--- src/rtl/program_loader_ctrl.sv ---
// rtl/program_loader_ctrl.sv - load/run sequencer between UART RX and the brainfuck core
//
// Purpose: while loading_i is high, bytes arriving on rxData_i/rxValid_i are
// written to code memory at consecutive addresses. When FILTER is set, bytes
// that are not brainfuck commands are dropped. The last memory slot is kept
// free for the 0x00 terminator. After the load the core is held in reset for
// PROC_RESET_CYCLES cycles, then released until procDone_i.
//
// Ports:
//   clk_i        system clock, rising edge
//   reset_i      asynchronous active-high reset
//   loading_i    host download in progress (level)
//   rxData_i     received byte
//   rxValid_i    one-cycle strobe qualifying rxData_i
//   memAddr_o    code memory write address
//   memData_o    code memory write data
//   memWe_o      code memory write enable (single-cycle pulses)
//   procHold_o   reset/hold to the processor core
//   procDone_i   processor reached end of program
//   progLen_o    command bytes stored by the last load
//   overflow_o   sticky: a byte was dropped because memory was full
//   finished_o   program has completed
module program_loader_ctrl #(
    parameter int CODE_ADDR_W       = 4,
    parameter bit FILTER            = 1'b1,
    parameter int PROC_RESET_CYCLES = 4
) (
    input  logic                   clk_i,
    input  logic                   reset_i,
    input  logic                   loading_i,
    input  logic [7:0]             rxData_i,
    input  logic                   rxValid_i,
    output logic [CODE_ADDR_W-1:0] memAddr_o,
    output logic [7:0]             memData_o,
    output logic                   memWe_o,
    output logic                   procHold_o,
    input  logic                   procDone_i,
    output logic [CODE_ADDR_W-1:0] progLen_o,
    output logic                   overflow_o,
    output logic                   finished_o
);
    localparam logic [CODE_ADDR_W-1:0] LAST_ADDR = '1;
    localparam int                     CNT_W     = $clog2(PROC_RESET_CYCLES + 1);
    localparam logic [CNT_W-1:0]       CNT_LAST  = CNT_W'(PROC_RESET_CYCLES - 1);

    typedef enum logic [2:0] {
        S_IDLE,
        S_LOAD,
        S_TERMINATE,
        S_RELEASE,
        S_RUN,
        S_DONE
    } state_t;

    state_t                 state_q, state_d;
    logic [CODE_ADDR_W-1:0] ptr_q, ptr_d;
    logic [CODE_ADDR_W-1:0] memAddr_q, memAddr_d;
    logic [CODE_ADDR_W-1:0] progLen_q, progLen_d;
    logic [7:0]             memData_q, memData_d;
    logic                   memWe_q, memWe_d;
    logic                   procHold_q, procHold_d;
    logic                   overflow_q, overflow_d;
    logic                   finished_q, finished_d;
    logic [CNT_W-1:0]       cnt_q, cnt_d;
    logic                   is_cmd;
    logic                   passes;

    always_comb begin
        case (rxData_i)
            8'h2B, 8'h2D, 8'h3C, 8'h3E,
            8'h5B, 8'h5D, 8'h2E, 8'h2C: is_cmd = 1'b1;
            default:                    is_cmd = 1'b0;
        endcase
    end

    assign passes = !FILTER || is_cmd;

    always_comb begin
        state_d    = state_q;
        ptr_d      = ptr_q;
        memAddr_d  = memAddr_q;
        memData_d  = memData_q;
        memWe_d    = 1'b0;
        progLen_d  = progLen_q;
        overflow_d = overflow_q;
        cnt_d      = cnt_q;

        case (state_q)
            S_IDLE: begin
                if (loading_i) begin
                    state_d    = S_LOAD;
                    ptr_d      = '0;
                    overflow_d = 1'b0;
                end
            end
            S_LOAD: begin
                // A strobe in the cycle loading falls is still taken, so its
                // write lands before the terminator written from TERMINATE.
                if (rxValid_i && passes) begin
                    if (ptr_q != LAST_ADDR) begin
                        memWe_d   = 1'b1;
                        memAddr_d = ptr_q;
                        memData_d = rxData_i;
                        ptr_d     = ptr_q + CODE_ADDR_W'(1);
                    end else begin
                        overflow_d = 1'b1;
                    end
                end
                if (!loading_i) begin
                    state_d = S_TERMINATE;
                end
            end
            S_TERMINATE: begin
                memWe_d   = 1'b1;
                memAddr_d = ptr_q;
                memData_d = 8'h00;
                progLen_d = ptr_q;
                cnt_d     = '0;
                state_d   = S_RELEASE;
            end
            S_RELEASE: begin
                if (cnt_q == CNT_LAST) begin
                    state_d = S_RUN;
                end else begin
                    cnt_d = cnt_q + CNT_W'(1);
                end
            end
            S_RUN, S_DONE: begin
                // A new download wins over a simultaneous procDone.
                if (loading_i) begin
                    state_d    = S_LOAD;
                    ptr_d      = '0;
                    overflow_d = 1'b0;
                end else if (procDone_i) begin
                    state_d = S_DONE;
                end
            end
            default: begin
                state_d = S_IDLE;
            end
        endcase

        // Registered outputs are derived from the upcoming state so they
        // change together with it.
        procHold_d = !(state_d == S_RUN || state_d == S_DONE);
        finished_d = (state_d == S_DONE);
    end

    always_ff @(posedge clk_i or posedge reset_i) begin
        if (reset_i) begin
            state_q    <= S_IDLE;
            ptr_q      <= '0;
            memAddr_q  <= '0;
            memData_q  <= 8'h00;
            memWe_q    <= 1'b0;
            progLen_q  <= '0;
            overflow_q <= 1'b0;
            cnt_q      <= '0;
            procHold_q <= 1'b1;
            finished_q <= 1'b0;
        end else begin
            state_q    <= state_d;
            ptr_q      <= ptr_d;
            memAddr_q  <= memAddr_d;
            memData_q  <= memData_d;
            memWe_q    <= memWe_d;
            progLen_q  <= progLen_d;
            overflow_q <= overflow_d;
            cnt_q      <= cnt_d;
            procHold_q <= procHold_d;
            finished_q <= finished_d;
        end
    end

    assign memAddr_o  = memAddr_q;
    assign memData_o  = memData_q;
    assign memWe_o    = memWe_q;
    assign procHold_o = procHold_q;
    assign progLen_o  = progLen_q;
    assign overflow_o = overflow_q;
    assign finished_o = finished_q;
endmodule
--- config.mk ---
export PLATFORM = sky130hd
export DESIGN_NAME = program_loader_ctrl
export DESIGN_NICKNAME = d
export VERILOG_FILES = /design/src/rtl/program_loader_ctrl.sv
export SDC_FILE = /design/constraint.sdc
export NUM_CORES = 1
export LEC_CHECK = 0
export ABC_CLOCK_PERIOD_IN_PS = 2400
export CAP_MARGIN = 0
export CORE_ASPECT_RATIO = 1.5
export CORE_MARGIN = 2
export CORE_UTILIZATION = 48
export DETAILED_ROUTE_END_ITERATION = 10
export PLACE_DENSITY = 0.85
export SLEW_MARGIN = 40
export SYNTH_ARGS = -nofsm -noshare
export SYNTH_HDL_FRONTEND = slang
export SYNTH_SLANG_ARGS = --single-unit
--- constraint.sdc ---
create_clock -name clk_i -period 2.4 [get_ports clk_i]
set_clock_uncertainty 0.05 [all_clocks]
set_input_delay 0.48 -clock clk_i [delete_from_list [all_inputs] [get_ports clk_i]]
set_output_delay 0.48 -clock clk_i [all_outputs]
set_load 0.01 [all_outputs]
# == After elaboration in Yosys (flattened, before gate mapping) ==
# Cells that the tools add are included.
# classes
n_eq_ne,22
add_sub_neg,2
n_mux,26
n_reduce_logical,14
# ops
op,n
"8-bit by 6-bit == test with 1-bit output, second input constant",6
4-bit 2-to-1 mux,5
3-bit 2-to-1 mux,6
"8-bit by 7-bit == test with 1-bit output, second input constant",2
8-bit 2-to-1 mux,2
4-bit case mux with 2 select lines,2
8-bit case mux with 2 select lines,1
3-bit case mux with 5 select lines,1
"3-bit == test, second input constant",4
"3-bit by 2-bit == test with 1-bit output, second input constant",3
"2-bit != test, second input constant",4
4-bit AND reduction,2
8-bit OR reduction,1
1-bit 2-to-1 mux,6
3-bit case mux with 2 select lines,1
2-bit nonzero test,3
"4-bit by 1-bit adder with 4-bit output, second input constant",1
"4-bit != test, second input constant",1
1-bit case mux with 2 select lines,2
"3-bit by 1-bit adder with 3-bit output, second input constant",1
"3-bit by 1-bit == test with 1-bit output, second input constant",1
3-bit logical NOT,1
3-bit AND reduction,1
3-bit OR reduction,1
6 further kinds,6
# word_totals
input_bits,13
output_inout_bits,20
reg_bits,30
wordCells,74

# == Logic depth before layout (Yosys ltp) ==
# depth
depth_word,6
depth_mapped,7
mapped_depth_nobuf,6

# == Least setup slack after synthesis ==
# No wires, ideal clock.
# synth_timing
path_type,input to register
start,input port rxData_i[7]
end,"register memAddr_q[0], in the netlist memAddr_o[0]"
stages,6
arrival_time_ns,1.723
setup_ns,0.125
setup_slack_ns,0.502
required_time_ns,2.225
n_path_buf,1
cell_sequence,and4bb_1 -> nand4_1 -> a211oi_4 -> or2_1 -> buf_6 -> mux2_4
# synth_via
elab_chain_len,6
elab_cells_between_ends,13
classes_between,9 x eq/ne; 1 x mux; 3 x reduce/logical
# synth_rtl
element,line_no,text
from (decl),31,"input logic [7:0] rxData_i,"
8-bit by 6-bit == test with 1-bit output / 8-bit by 7-bit == test with 1-bit output (equally long branches),69,case (rxData_i)
8-bit OR reduction *,69,
1-bit 2-to-1 mux *,69,
1-bit logical AND *,99,if (rxValid_i && passes) begin
2-bit != test (no line) *,n/a,
3-bit AND reduction (no line) *,n/a,
to (signal assigned),164,memAddr_q <= memAddr_d;
to (decl),57,"logic [CODE_ADDR_W-1:0] memAddr_q, memAddr_d;"
# Mark *: on every way between the ends. The rest lies on a longest branch, timed or not.
# A chain may end at the register's enable or synchronous reset.

# == Final worst setup path ==
# layout_timing
start,input port rxData_i[2]
end,"register memAddr_q[3], in the netlist memAddr_o[3]"
# Same word-level chain as after synthesis.

==> results.md <==
* Synth Area in Compound Gates at 14.7%
* Gr busiest metal: met2
* Root buf cell: clkbuf_8
* First DRT Iteration DRCs at 24
* Placed cells at 191
* Leakage power at 0.806 nW
* Post-synthesis mux area share at 9.92%
* Drt total wl at 2930 um
* Post-synth top area share at 52.8%
* Post-CTS setup buffers at 0
* Max Freq at 0.463 GHz
* Min-Delay Path Class: flip-flop to flip-flop
* Worst Path Buf+Inv at 1
* Cell variety after synth at 38
* Non-filler cells, final at 199
* Status: completed
* TritonCTS clock tree: yes
* Worst path top cell family by delay: simple AND/OR/NAND/NOR gates
* Setup slack at placement at -18.9 ps
* Grt met2 use at 33.5%
* Count of hold-fix buffers inserted at cts at 0
* RSZ-0062 raised after global routing: no
* Top cell type by total area after synthesis: dfrtp_1
* Slowest-stage cell, CP: clkdlybuf4s50_1
* DRT antenna net count at 0
* Area Growth Syn to Fin at 33.8%
* Synth warn at 0
* Met1 Resource Use GR at 25.6%
* Starting Density at 50.8%
* Largest cells by area after synthesis: dfrtp_1, o21ai_0, mux2_4
* WP data arrival at 2270 ps
* Vias in the first global route at 1107
* Crit Path Class: input port to flip-flop
* Post-route clock period utilization at 89.9%
* Global-route wire length before repair at 5040 um
* Worst-path clk slew at 60 ps
* Average wire per standard cell at 14.7 um
* Die area at 3320 um2
* Count leader, synth: dfrtp_1
* Clock sink count at 30
* Die H at 69.6 um
* Worst vdd ir at 0.000752 V
* Hold Violations, Final at 0
* Worst rel slew slack at 66.3%
* Syn Nets at 137
* Drt pass-1 iters at 4
* Worst-Skew Late Latency at 280 ps
* Largest net degree at the start of global routing at 19
* Residual DRC at 0
* H-tree Lvls at 2
* Worst Path Max Fanout at 6
* Crit path from: rxData_i[2]
* Seq cells post-synth at 30
* Row count at 23
* Post-Synth Simple-Gate Area at 13.6%
* DIE WIDTH at 47.7 um
* Crit end category: flip-flop
* Reg2Reg Setup Slack at 440 ps
* Synth Area in XOR/XNOR at 0.637%
* Final setup violation count at 0
* Longest Clk Path Bufs at 2
* Synth Area in Adders at 2.73%
* Slew Viols, Final at 0
* # diodes at 0
* Avg Inst Size Synth at 11.4 um2
* Post-DP HPWL at 2170 um
* Grt ovf at 0
* EDFF count, synth at 0
* Sequential fraction of the synthesis area at 54.7%
* Core Region at 2710 um2
* Final nets at 177
* PostCTS Resize Cnt at 0
* PnR worst setup slack at 242 ps
* Delay of the slowest critical-path stage at 480 ps
* Netlist Area Pre-Place at 1380 um2
* GPL Wtd Cong at 0.791
* Worst hold slack at 454 ps
* Global-route usage over all layers at 21.1%
* Max_cap viols at 0
* I/O pin count at 33
* Worst R2R Start: state_q[1]
* Combinational family with the most area after synthesis: compound AO/OA/AOI/OAI gates
* Initial antenna violation count at 0
* Cells along the critical path: clkdlybuf4s50_1, and4bb_2, a2bb2oi_2, a211oi_4, or2_1, mux2_4
* Number of vias per cell at 5.43
* Commonest cells post-synth: dfrtp_1, nand2_1, o21ai_0
* Fillers at 211
* PwrDens at 906 nW/um2
* # port buffers at 32
* Hold path start: memData_o[3]
* Worst setup SP type: input port
* Worst path required time at 2510 ps
* Layout cell share with drive strength beyond 1 at 15.4%
* Period minus WS final at 2160 ps
* Cts bufs inserted at 5
* Setup TNS at 0 ps
* Vias at 1080
* Met3 GRT Util at 6.51%
* FFs w/ async S/R, synth at 100%
* Most used DFF post-synth: dfrtp_1
* Worst-Margin Slew at 505 ps
* Synth Instances at 121
## worst paths after layout
kind,to,depth (start not counted)
max,memAddr_o[3],6
min,memData_o[3],2
max reg2reg,memAddr_o[3],5
min reg2reg,memData_o[3],2
max in group asynchronous,ptr_q[3],3
min in group asynchronous,cnt_q[2],2
## state kept, by name, indices dropped and copies added, names as in the netlist
register	count
cnt_q	3
finished_o	1
memAddr_o	4
memData_o	8
memWe_o	1
overflow_o	1
procHold_o	1
progLen_o	4
ptr_q	4
state_q	3
## final cells by class
cell class / instances / area, um2 / share of cell area (%)
Sequential cell: 30 / 752 / 40.9
Timing Repair Buffer: 37 / 358 / 19.5
Clock buffer: 7 / 86.3 / 4.69
Tap cell: 37 / 46.3 / 2.52
Inverter: 5 / 18.8 / 1.02
Multi-Input combinational cell: 82 / 573 / 31.2
Clock inverter: 1 / 5.00 / 0.272
## kinds of logic (layout without fill, tap and decap cells)
kind of cell               after synthesis  in the layout
buffers and inverters                    9             50
DFF                                     30             30
adders and majority gates                3              3
AOI/OAI and AO/OA                       29             29
xor gates and xnor gates                 1              1
muxes                                   11             11
and+or+nand+nor                         38             38
## where the power goes
part	leakage, nW	switching (mW)	internal, mW	total [mW]
sequential	0.388	0.108	0.619	0.727
combinational	0.370	0.244	0.283	0.527
clock	0.0482	0.182	0.231	0.413
## layer usage
layer | wire length, um | vias to the layer above | part of all wire, %
li1 | - | 508 | -
met1 | 1190 | 528 | 41
met2 | 1560 | 39 | 53
met3 | 127 | 5 | 4.3
met4 | 56 | 0 | 1.9
met5 | 0 | - | 0
## through the flow
stage	area (um2)	total power [mW]	util (%)
finish	1840	1.67	68.0
detailed placement	1750	1.26	64.6
floorplan	1380	1.05	-
global placement	1750	1.23	64.6
CTS	1840	1.67	68.0
global route	1840	1.76	68.0
## worst register-to-register path, cell delays in order (launching register included)
cell      delay (ps)
dfrtp_1          470
and4bb_1         280
nand4_1          180
a211oi_4         230
or2_1            310
mux2_4           340
## cell usage in the layout (no fill, tap or decap), types with 5 or more instances in the layout
cell type        count
a21oi_1              5
dfrtp_1             29
o21ai_0             12
inv_1                5
nand2_1             15
mux2_2               5
clkdlybuf4s50_1     32
nor2_1               9
clkbuf_8             6
buf_4                5
Note: power is estimated with default switching activity, not from simulation.
